**src/rtl/mod_counter_pkg.sv**
```systemverilog
// mod_counter_pkg
// Shared constants and elaboration helpers for the mod_counter family.
//   DIR_UP / DIR_DOWN    : encodings of the 'up' input
//   MODE_WRAP / MODE_SAT : encodings of the 'sat' input
//   clog2()              : sizes the prescaler phase register
//   width_ok()           : checks 1 <= MAX <= 2^WIDTH-1 and WIDTH >= 2
package mod_counter_pkg;

    localparam logic DIR_UP    = 1'b1;
    localparam logic DIR_DOWN  = 1'b0;
    localparam logic MODE_WRAP = 1'b0;
    localparam logic MODE_SAT  = 1'b1;

    function automatic int clog2(input int value);
        int r;
        int v;
        r = 0;
        v = value - 1;
        while (v > 0) begin
            r = r + 1;
            v = v >> 1;
        end
        return r;
    endfunction

    function automatic bit width_ok(input int width, input longint maxv);
        if (width < 2 || maxv < 1) return 1'b0;
        if (width >= 63) return 1'b1;
        return maxv < (longint'(1) << width);
    endfunction

endpackage

```
**src/rtl/mod_counter_prescaler.sv**
```systemverilog
// mod_counter_prescaler
// Divides enabled cycles by PRESCALE. The phase advances on every cycle with
// en=1 and wraps to 0 after PRESCALE-1; tick is asserted on the enabled cycle
// that sits on the terminal phase. en=0 freezes the phase.
// Ports:
//   clk   in  rising-edge clock
//   reset in  synchronous active-high reset, clears the phase
//   en    in  enabled cycle (count enable and no load)
//   clr   in  synchronous phase clear (used for load)
//   tick  out step strobe for the counter (combinational from phase and en)
module mod_counter_prescaler
    import mod_counter_pkg::*;
#(
    parameter int PRESCALE = 1
) (
    input  logic clk,
    input  logic reset,
    input  logic en,
    input  logic clr,
    output logic tick
);

    localparam int PW = (PRESCALE > 1) ? clog2(PRESCALE) : 1;
    localparam logic [PW-1:0] LAST = PW'(PRESCALE - 1);

    logic [PW-1:0] phase;

    assign tick = en && (phase == LAST);

    always_ff @(posedge clk) begin
        if (reset || clr) begin
            phase <= '0;
        end else if (en) begin
            phase <= (phase == LAST) ? '0 : phase + PW'(1);
        end
    end

endmodule

```
**src/rtl/mod_counter.sv**
```systemverilog
// mod_counter
// Parametrised modulo up/down counter with synchronous load, wrap/saturate
// boundary mode, registered terminal-count pulse and sticky overflow flag.
// Optional step prescaler is built only when MOD_COUNTER_PRESCALE_EN is defined.
// Parameters: WIDTH (>=2), MAX (1..2^WIDTH-1), PRESCALE (>=1, prescaler only)
// Ports:
//   clk     in  rising-edge clock
//   reset   in  synchronous active-high reset (cnt, tc, ovf, prescaler phase)
//   en      in  count enable
//   up      in  1 = increment, 0 = decrement
//   load    in  synchronous load of din (clamped to MAX)
//   din     in  load value
//   sat     in  1 = saturate at the boundary, 0 = wrap
//   clr_ovf in  clear sticky overflow flag (a boundary event in the same cycle wins)
//   cnt     out current count
//   tc      out one-cycle pulse after each boundary event
//   ovf     out sticky boundary flag
module mod_counter
    import mod_counter_pkg::*;
#(
    parameter int WIDTH    = 4,
    parameter int MAX      = 15,
    parameter int PRESCALE = 1
) (
    input  logic             clk,
    input  logic             reset,
    input  logic             en,
    input  logic             up,
    input  logic             load,
    input  logic [WIDTH-1:0] din,
    input  logic             sat,
    input  logic             clr_ovf,
    output logic [WIDTH-1:0] cnt,
    output logic             tc,
    output logic             ovf
);

    localparam logic [WIDTH-1:0] MAX_V = WIDTH'(MAX);

    generate
        if (!width_ok(WIDTH, MAX) || PRESCALE < 1) begin : g_param_check
            $fatal(1, "mod_counter: illegal WIDTH/MAX/PRESCALE combination");
        end
    endgenerate

    // Load values above the terminal value are clamped so cnt never leaves 0..MAX.
    function automatic logic [WIDTH-1:0] clamp_load(input logic [WIDTH-1:0] value);
        return (value > MAX_V) ? MAX_V : value;
    endfunction

    // Next count for a step; holds at the boundary in saturate mode.
    function automatic logic [WIDTH-1:0] step_value(input logic [WIDTH-1:0] cur,
                                                    input logic dir,
                                                    input logic mode);
        logic [WIDTH-1:0] r;
        r = cur;
        if (dir == DIR_UP) begin
            if (cur < MAX_V) r = cur + WIDTH'(1);
            else if (mode == MODE_WRAP) r = '0;
        end else begin
            if (cur != '0) r = cur - WIDTH'(1);
            else if (mode == MODE_WRAP) r = MAX_V;
        end
        return r;
    endfunction

    logic             tick;
    logic             step;
    logic             boundary;
    logic [WIDTH-1:0] cnt_next;

`ifdef MOD_COUNTER_PRESCALE_EN
    // Load discards the pending phase so the step spacing restarts from the load.
    mod_counter_prescaler #(
        .PRESCALE (PRESCALE)
    ) u_prescaler (
        .clk   (clk),
        .reset (reset),
        .en    (en && !load),
        .clr   (load),
        .tick  (tick)
    );
`else
    assign tick = 1'b1;
`endif

    assign step     = en && !load && tick;
    assign boundary = step && ((up == DIR_UP) ? (cnt == MAX_V) : (cnt == '0));

    always_comb begin
        cnt_next = cnt;
        if (load) begin
            cnt_next = clamp_load(din);
        end else if (step) begin
            cnt_next = step_value(cnt, up, sat);
        end
    end

    // Count, terminal-count and overflow registers
    always_ff @(posedge clk) begin
        if (reset) begin
            cnt <= '0;
            tc  <= 1'b0;
            ovf <= 1'b0;
        end else begin
            cnt <= cnt_next;
            tc  <= boundary;
            if (boundary) begin
                ovf <= 1'b1;
            end else if (clr_ovf) begin
                ovf <= 1'b0;
            end
        end
    end

endmodule
```
**config.mk**
```make
export PLATFORM = sky130hd
export DESIGN_NAME = mod_counter
export DESIGN_NICKNAME = d
export VERILOG_FILES = /design/src/rtl/mod_counter_pkg.sv /design/src/rtl/mod_counter_prescaler.sv /design/src/rtl/mod_counter.sv
export SDC_FILE = /design/constraint.sdc
export NUM_CORES = 1
export LEC_CHECK = 0
export CAP_MARGIN = 20
export CORE_AREA = 2 2 39 41
export CTS_CLUSTER_SIZE = 12
export DETAILED_ROUTE_END_ITERATION = 6
export DIE_AREA = 0 0 41 43
export GPL_TIMING_DRIVEN = 1
export SETUP_SLACK_MARGIN = 0.1
export SLEW_MARGIN = 20
export SYNTH_ARGS = -nofsm -noshare
export SYNTH_HDL_FRONTEND = slang
export SYNTH_HIERARCHICAL = 1
export SYNTH_SLANG_ARGS = --single-unit
```
**constraint.sdc**
```tcl
create_clock -name clk -period 2 [get_ports clk]
set_clock_uncertainty 0.05 [all_clocks]
set_input_delay 0.4 -clock clk [delete_from_list [all_inputs] [get_ports clk]]
set_output_delay 0.4 -clock clk [all_outputs]
set_load 0.1 [all_outputs]
```
==> results of run 1 <==
## area by class of cell
type	instances	area, um^2	area share (%)
clock buffers	4	26.3	3.88
well taps	16	20.0	2.96
flip-flops and latches	6	130	19.2
inverters	7	26.3	3.88
repair buffers	19	195	28.8
multi-input cells	34	279	41.2
## power groups by stage
stage / logic, mW / registers (mW) / clock network, mW
after floorplan: 0.0606 / 0.201 / 0
after global placement: 0.175 / 0.148 / 0
after detailed placement: 0.174 / 0.148 / 0
after CTS: 0.175 / 0.146 / 0.134
after global routing: 0.186 / 0.149 / 0.145
final: 0.174 / 0.146 / 0.127
## worst paths after layout
kind	startpoint	to	slack, ns	depth (start not counted)
setup / recovery	cnt[0]$_SDFFE_PP0P_	cnt[0]$_SDFFE_PP0P_	0.15	7
hold / removal	ovf$_SDFFE_PP0P_	ovf$_SDFFE_PP0P_	0.40	1
setup reg to reg	cnt[0]$_SDFFE_PP0P_	cnt[0]$_SDFFE_PP0P_	0.15	7
hold reg to reg	ovf$_SDFFE_PP0P_	ovf$_SDFFE_PP0P_	0.40	1
## through the flow
stage	std cells	TNS, ns
final	86	0
after global routing	86	0
after CTS	86	0
after detailed placement	82	-0.0299
after global placement	82	-0.0363
after floorplan	49	0
## worst max-delay path, delay by kind of cell (launching register included)
family | cells | cell delay [ns]
AOI/OAI and AO/OA | 3 | 0.66
DFF | 1 | 0.38
buffers and inverters | 2 | 0.27
adders and majority gates | 1 | 0.23
and+or+nand+nor | 1 | 0.15
## timing repair
action	CTS	global route
gates resized for setup	0	1
setup endpoints to repair	0	2
hold buffers	0	0
## placed cells by master, fill, tap and decap left out
cell / synthesis / routed
and4_4: 1 / 1
and4_2: 1 / 1
dfxtp_4: 0 / 2
o31a_1: 2 / 2
and2_4: 1 / 1
xnor2_1: 2 / 2
mux2_2: 1 / 1
a21oi_1: 2 / 2
a221oi_2: 1 / 1
o21ai_2: 1 / 1
a221oi_1: 2 / 2
dfxtp_2: 0 / 2
nand3_1: 1 / 1
nor4b_4: 1 / 1
a31oi_1: 1 / 1
clkbuf_1: 0 / 1
nor4b_1: 1 / 1
nand2_1: 1 / 1
a21o_1: 1 / 1
o21a_1: 1 / 1
clkbuf_4: 0 / 3
nor2_1: 4 / 4
a2111oi_1: 1 / 1
a211oi_1: 1 / 1
o21ai_0: 1 / 1
inv_1: 7 / 7
dfxtp_1: 6 / 2
nor3_1: 2 / 2
o21bai_1: 1 / 1
dlymetal6s2s_1: 0 / 1
ha_1: 2 / 2
buf_12: 0 / 2
clkdlybuf4s50_1: 0 / 9
a2111oi_0: 1 / 1
buf_4: 0 / 7
## sequential cells by signal (all words and copies together), names as in the netlist
name and flops:
cnt 4, ovf 1, tc 1
## logic make-up after synthesis
logic type,after synthesis
AO/OA/AOI/OAI,16
AND/OR/NAND/NOR,13
buffers and inverters,9
flip-flops,6
XOR/XNOR,2
adder cells (fa/ha/maj),2
multiplexers,1
## routing by layer
layer	vias to the layer above	global-route usage (%)	share of wire, %
li1	226	-	-
met1	190	21.4	48
met2	17	19.1	43
met3	4	3.66	5.7
met4	0	10.0	2.9
met5	-	0	0
==> results.sh, run 1 <==
export IMPL_cts_buffer_depth=2
export IMPL_finalPower_mw=0.447
export IMPL_portBuffers=16
export IMPL_max_slew_margin_rel_pct=63.9
export IMPL_async_flop_share_pct=0
export IMPL_coreArea_um2=1380
export IMPL_synth_simple_gate_area_share_pct=22.1
export IMPL_grt_usage_pct=15.0
export IMPL_grt_overflow_total=0
export IMPL_vias=437
export IMPL_yosys_warnings=6
export IMPL_synth_adder_area_share_pct=5.75
export IMPL_clk_latency_ns=0.25
export IMPL_cp_start_kind="flop"
export IMPL_worstPathCellList="inv_1 > ha_1 > nor4b_4 > a2111oi_0 > buf_4 > a221oi_2 > o31a_1"
export IMPL_p_int_mw=0.278
export IMPL_grt_pass1_wl_um=1730
export IMPL_area_growth_pct=55.5
export IMPL_critPathKind="reg -> reg"
export IMPL_slew_viol_final=0
export IMPL_vias_per_cell=5.08
export IMPL_setup_slack_ns=0.151
export IMPL_status="completed"
export IMPL_worst_pin_slew_ns=0.528
export IMPL_synth_top_family_by_area="compound AO/OA/AOI/OAI gates"
export IMPL_n_antenna_cell=0
export IMPL_ir_drop_mv=0.374
export IMPL_final_nets=84
export IMPL_critPathSlowestCell="a2111oi_0"
export IMPL_synth_edf_count=0
export IMPL_clockRootBuffer="clkbuf_4"
export IMPL_htreeDepth=1
export IMPL_final_layout_size_suffix_gt1_share_pct=32.9
export IMPL_synth_compound_area_share_pct=29.6
export IMPL_holdWs_ns=0.404
export IMPL_tritoncts="yes"
export IMPL_wire_per_inst_um=12.2
export IMPL_drt_iter0_markers=6
export IMPL_postCtsSetupBuffers=0
export IMPL_syn_area_um2=435
export IMPL_dieArea_um2=1760
export IMPL_clock_sinks=6
export IMPL_drc=0
export IMPL_ys_seq_area_share_pct=27.6
export IMPL_fin_area_um2=677
export IMPL_fillers=138
export IMPL_synth_top_area_share_pct=27.6
export IMPL_p_seq_share_pct=32.6
export IMPL_synth_most_common_cell="inv_1"
export IMPL_max_clock_freq_mhz=541
export IMPL_combPwrFrac_pct=38.9
export IMPL_powerDensity_nw_per_um2=661
export IMPL_dp_hpwl_um=807
export IMPL_grt_pass1_vias=405
export IMPL_avgSynthCellArea_um2=8.89
export IMPL_grt_antenna_before_repair=0
export IMPL_critical_path_arrival_ns=1.94
export IMPL_synth_cells=49
export IMPL_die_h_um=43
export IMPL_setup_violations=0
export IMPL_ys_top_cells_by_area="dfxtp_1 (28%), inv_1 (6.0%), ha_1 (5.7%), nor4b_4 (5.5%), a221oi_1 (4.0%)"
export IMPL_cpPeakStageDelay_ns=0.50
export IMPL_synth_xor_area_share_pct=4.02
export IMPL_final_core_util_pct=48.9
export IMPL_pre_cts_slack_ns=-0.0299
export IMPL_clk_pin_slew_worst_paths_ns=0.05
export IMPL_min_path_type="reg -> reg"
export IMPL_gp_congestion=0.793
export IMPL_crit_required_ns=2.09
export IMPL_fp_dieW_um=41
export IMPL_end_kind="flop"
export IMPL_postRouteAntennaNets=0
export IMPL_pin_count=17
export IMPL_fp_row_count=14
export IMPL_switchingPower_mw=0.169
export IMPL_post_route_period_util_pct=92.4
export IMPL_maxCapViolCount=0
export IMPL_cts_buffers=3
export IMPL_start_util_pct=31.5
export IMPL_p_clk_share_pct=28.5
export IMPL_first_pass_iters=4
export IMPL_synthFlopType="dfxtp_1"
export IMPL_rsz0062_at_grt="yes"
export IMPL_wirelength_um=1050
export IMPL_muxShareOfSynthArea_pct=2.59
export IMPL_postPlaceCellArea_um2=648
export IMPL_synthDistinctLibCells=28
export IMPL_grt_max_degree=11
export IMPL_synth_top_cell_by_area="dfxtp_1"
export IMPL_path_max_fanout=8
export IMPL_ys_ff_latch=6
export IMPL_synth_commonest_cells="inv_1 (7), dfxtp_1 (6), nor2_1 (4)"
export IMPL_leakagePower_nw=0.294
export IMPL_finalHoldViolCount=0
export IMPL_syn_num_nets=62
export IMPL_fin_crit_ns=1.85
export IMPL_p_sw_share_pct=37.8
Power figures use the tool's default switching activity.
==> run 2, diff against run 1 <==
==> constraint.sdc (replaced) <==
create_clock -name clk -period 2 [get_ports clk]
set_clock_uncertainty 0.05 [all_clocks]
set_input_delay 0.4 -clock clk [delete_from_list [all_inputs] [get_ports clk]]
set_output_delay 0.4 -clock clk [all_outputs]
set_load 0.005 [all_outputs]
==> results.sh, run 2 (synthesis results as in run 1) <==
export IMPL_area_growth_pct=51.4
export IMPL_cp_endpoint="cnt[0]$_SDFFE_PP0P_"
export IMPL_fin_crit_ns=1.76
export IMPL_dieArea_um2=1760
export IMPL_status="completed"
export IMPL_p_int_mw=0.266
export IMPL_p_sw_share_pct=27.9
export IMPL_cts_buffer_depth=2
export IMPL_place_inst=83
export IMPL_critPathKind="in -> reg"
export IMPL_cts_buffers=3
export IMPL_vias=438
export IMPL_grt_pass1_vias=416
export IMPL_r2r_end="cnt[3]$_SDFFE_PP0P_"
export IMPL_clk_latency_ns=0.24
export IMPL_clockRootBuffer="clkbuf_4"
export IMPL_final_layout_size_suffix_gt1_share_pct=20.0
export IMPL_end_kind="flop"
export IMPL_powerDensity_nw_per_um2=559
export IMPL_max_slew_margin_rel_pct=73.9
export IMPL_clk_pin_slew_worst_paths_ns=0.04
export IMPL_tritoncts="yes"
export IMPL_grt_overflow_total=0
export IMPL_finalPower_mw=0.369
export IMPL_fp_row_count=14
export IMPL_pin_count=17
export IMPL_top_regs="cnt x4, ovf x1, tc x1"
export IMPL_min_path_cells=1
export IMPL_p_clk_share_pct=30.4
export IMPL_grt_pass1_wl_um=1690
export IMPL_portBuffers=16
export IMPL_final_nets=85
export IMPL_gp_congestion=0.764
export IMPL_largest_reg_flops=4
export IMPL_cts_hold_buf=0
export IMPL_leakagePower_nw=0.270
export IMPL_largest_register="cnt"
export IMPL_grt_max_degree=11
export IMPL_rsz0062_at_grt="no"
export IMPL_setup_violations=0
export IMPL_dp_hpwl_um=851
export IMPL_postRouteAntennaNets=0
export IMPL_p_seq_share_pct=37.9
export IMPL_min_path_type="reg -> reg"
export IMPL_grt_antenna_before_repair=0
export IMPL_worst_pin_slew_ns=0.386
export IMPL_drt_iter0_markers=2
export IMPL_max_clock_freq_mhz=568
export IMPL_combPwrFrac_pct=31.7
export IMPL_htreeDepth=1
export IMPL_finalHoldViolCount=0
export IMPL_path_max_fanout=5
export IMPL_grt_usage_pct=14.2
export IMPL_fp_dieW_um=41
export IMPL_switchingPower_mw=0.103
export IMPL_r2r_cells=7
export IMPL_final_cell_mix="clkdlybuf4s50_1 (16), inv_1 (7), dfxtp_1 (6)"
export IMPL_start_util_pct=31.5
export IMPL_clock_sinks=6
export IMPL_slew_viol_final=0
export IMPL_first_pass_iters=2
export IMPL_final_common_cell="clkdlybuf4s50_1"
export IMPL_ir_drop_mv=0.301
export IMPL_post_route_period_util_pct=88.0
export IMPL_die_h_um=43
export IMPL_critical_path_arrival_ns=1.89
export IMPL_vias_per_cell=5.09
export IMPL_instances_no_fill=86
export IMPL_cp_start_kind="input port"
export IMPL_coreArea_um2=1380
export IMPL_wire_per_inst_um=11.9
export IMPL_n_antenna_cell=0
export IMPL_r2r_setup_slack_ns=0.27
export IMPL_crit_required_ns=2.13
export IMPL_timing_rr_start="cnt[0]$_SDFFE_PP0P_"
export IMPL_wirelength_um=1020
export IMPL_drc=0
export IMPL_crit_start="up"
export IMPL_maxCapViolCount=0
run 2: cell types whose count changed in the layout (fill, tap and decap cells not counted):
cell and change:
buf_4 -3, dfxtp_1 +4, dfxtp_2 -2, buf_12 -2, dlymetal6s2s_1 -1, clkdlybuf4s50_1 +7
dfxtp_4 -2, a2111oi_0 -1, a2111oi_1 +1, clkbuf_1 -1
run 2: worst max-delay path, stage by stage:
cell	delay, ns
clkdlybuf4s50_1	0.52
nor4b_4	0.33
o21ai_2	0.10
and2_4	0.18
a221oi_2	0.20
o31a_1	0.16
run 2: metal layers:
layer	vias to the layer above	GRT usage, %	wire length (um)
li1	225	-	-
met1	201	17.5	476
met2	12	21.3	499
met3	0	3.66	49
met4	0	8.00	0
met5	-	0	0
run 2: how the worst min path moves through the flow:
stage	from	endpoint	slack (ns)
finish	ovf$_SDFFE_PP0P_	ovf$_SDFFE_PP0P_	0.41
global route	ovf$_SDFFE_PP0P_	ovf$_SDFFE_PP0P_	0.42
CTS	ovf$_SDFFE_PP0P_	ovf$_SDFFE_PP0P_	0.40
detailed placement	ovf$_SDFFE_PP0P_	ovf$_SDFFE_PP0P_	0.40
global placement	ovf$_SDFFE_PP0P_	ovf$_SDFFE_PP0P_	0.39
floorplan	ovf$_SDFFE_PP0P_	ovf$_SDFFE_PP0P_	0.40
run 2: cell type report:
cell class | count | area (um^2)
Sequential cell | 6 | 120
Timing Repair Buffer | 20 | 190
Fill cell | 155 | 724
Inverter | 7 | 26.3
Tap cell | 16 | 20.0
Clock buffer | 3 | 22.5
Multi-Input combinational cell | 34 | 280
run 2: power groups by stage:
stage / Combinational [mW] / Clock, mW / Sequential, mW
2_1_floorplan: 0.0606 / 0 / 0.143
3_3_place_gp: 0.117 / 0 / 0.142
3_5_place_dp: 0.117 / 0 / 0.142
4_1_cts: 0.117 / 0.120 / 0.140
5_1_grt: 0.129 / 0.128 / 0.141
6_report: 0.117 / 0.112 / 0.140
run 2: metrics by stage:
| stage | util, % | worst slack [ns] | instance area (um^2) | hold slack [ns] | TNS (ns) |
|---|---|---|---|---|---|
| 5_1_grt | 47.6 | 0.113 | 659 | 0.422 | 0 |
| 4_1_cts | 47.6 | 0.192 | 658 | 0.405 | 0 |
| 3_3_place_gp | 45.9 | 0.0236 | 636 | 0.385 | 0 |
| 6_report | 47.6 | 0.240 | 659 | 0.408 | 0 |
| 2_1_floorplan | - | 0.327 | 435 | 0.401 | 0 |
| 3_5_place_dp | 45.9 | -0.0115 | 636 | 0.398 | -0.0222 |
run 2: repair_timing:
action                                  4_1_cts  5_1_grt
setup buffers                                 0        0
gates resized for setup                       0        1
endpoints found under the setup margin        0        1
hold endpoints to repair                      0        0
==> run 3, diff against run 2 <==
==> constraint.sdc (replaced) <==
create_clock -name clk -period 2 [get_ports clk]
set_clock_uncertainty 0.05 [all_clocks]
set_input_delay 0.2 -clock clk [delete_from_list [all_inputs] [get_ports clk]]
set_output_delay 0.2 -clock clk [all_outputs]
set_load 0.005 [all_outputs]
==> results.sh, run 3 (synthesis results as in run 1) <==
export IMPL_top_regs="cnt x4, ovf x1, tc x1"
export IMPL_die_h_um=43
export IMPL_path_buf_inv=1
export IMPL_cts_buffers=3
export IMPL_postRouteAntennaNets=0
export IMPL_cts_repair_resize_count=0
export IMPL_min_path_type="reg -> reg"
export IMPL_clk_latency_ns=0.24
export IMPL_gp_congestion=0.798
export IMPL_vias=435
export IMPL_final_core_util_pct=47.3
export IMPL_wirelength_um=954
export IMPL_grt_overflow_total=0
export IMPL_crit_required_ns=2.10
export IMPL_coreArea_um2=1380
export IMPL_fp_row_count=14
export IMPL_start_util_pct=31.5
export IMPL_final_cell_mix="clkdlybuf4s50_1 (16), inv_1 (7), dfxtp_1 (5)"
export IMPL_worst_pin_slew_ns=0.501
export IMPL_clock_sinks=6
export IMPL_critPathSlowestCell="dfxtp_2"
export IMPL_dieArea_um2=1760
export IMPL_multi_input_area_um2=289
export IMPL_setup_violations=0
export IMPL_powerDensity_nw_per_um2=559
export IMPL_clockRootBuffer="clkbuf_4"
export IMPL_maxCapViolCount=0
export IMPL_end_kind="flop"
export IMPL_n_antenna_cell=0
export IMPL_pre_cts_slack_ns=0.130
export IMPL_final_nets=83
export IMPL_grt_pass1_wl_um=1630
export IMPL_leakagePower_nw=0.259
export IMPL_fillers=142
export IMPL_cts_buffer_depth=2
export IMPL_fin_crit_ns=1.73
export IMPL_slew_viol_final=0
export IMPL_drt_iter0_markers=4
export IMPL_cts_hold_buf=0
export IMPL_critical_path_arrival_ns=1.83
export IMPL_final_common_cell="clkdlybuf4s50_1"
export IMPL_vias_per_cell=5.18
export IMPL_largest_reg_flops=4
export IMPL_seq_area_um2=121
export IMPL_fp_dieW_um=41
export IMPL_postCtsSetupBuffers=0
export IMPL_worstPathCellList="buf_4 > ha_2 > and4_4 > o21ai_4 > and2_4 > o21ai_0 > a221oi_1"
export IMPL_ir_drop_mv=0.323
export IMPL_grt_pass1_vias=396
export IMPL_holdWs_ns=0.398
export IMPL_setup_slack_ns=0.271
export IMPL_max_clock_freq_mhz=578
export IMPL_grt_antenna_before_repair=0
export IMPL_finalHoldViolCount=0
export IMPL_portBuffers=16
export IMPL_dp_hpwl_um=741
export IMPL_grt_max_degree=11
export IMPL_largest_register="cnt"
export IMPL_tns_ns=0
export IMPL_crit_family="compound AO/OA/AOI/OAI gates"
export IMPL_grt_usage_pct=13.7
export IMPL_first_pass_iters=2
export IMPL_rsz0062_at_grt="no"
export IMPL_pin_count=17
export IMPL_tritoncts="yes"
export IMPL_clk_pin_slew_worst_paths_ns=0.05
export IMPL_drc=0
export IMPL_area_growth_pct=50.3
export IMPL_status="completed"
export IMPL_post_route_period_util_pct=86.5
export IMPL_wire_per_inst_um=11.4
export IMPL_htreeDepth=1
export IMPL_max_slew_margin_rel_pct=65.7
export IMPL_cpPeakStageDelay_ns=0.34
export IMPL_path_max_fanout=6
export IMPL_cp_start_kind="flop"
export IMPL_critPathKind="reg -> reg"
export IMPL_final_layout_size_suffix_gt1_share_pct=20.6
-- run 3: layer usage --
metal	routed length (um)	global-route usage, %
met1	477	19.4
met5	0	0
met3	56	2.09
met4	4	10.0
met2	416	17.8
-- run 3: path summary, 6_finish.rpt --
check / start / to / slack, ns / cells past startpoint
min: ovf$_SDFFE_PP0P_ / ovf$_SDFFE_PP0P_ / 0.40 / 1
min reg2reg: ovf$_SDFFE_PP0P_ / ovf$_SDFFE_PP0P_ / 0.40 / 1
max reg2reg: cnt[0]$_SDFFE_PP0P_ / cnt[3]$_SDFFE_PP0P_ / 0.27 / 7
max: cnt[0]$_SDFFE_PP0P_ / cnt[3]$_SDFFE_PP0P_ / 0.27 / 7
-- run 3: layout make-up --
class | instances | share of cell area, %
timing repair buffer | 18 | 26.8
sequential | 6 | 18.5
clock buffer | 3 | 3.44
multi-input combinational | 34 | 44.2
inverter | 7 | 4.02
tap | 16 | 3.06
-- run 3: through the flow --
stage,instances,area (um^2),power (mW)
after floorplan,49,435,0.204
after global placement,81,621,0.256
after detailed placement,81,621,0.255
after CTS,84,643,0.373
after global routing,84,654,0.394
final,84,654,0.366
-- run 3: power breakdown --
part / internal (mW) / leakage, nW / switching, mW
Combinational: 0.0682 / 0.195 / 0.0450
Sequential: 0.129 / 0.0498 / 0.0135
Clock: 0.0678 / 0.0138 / 0.0427
Total: 0.265 / 0.259 / 0.101
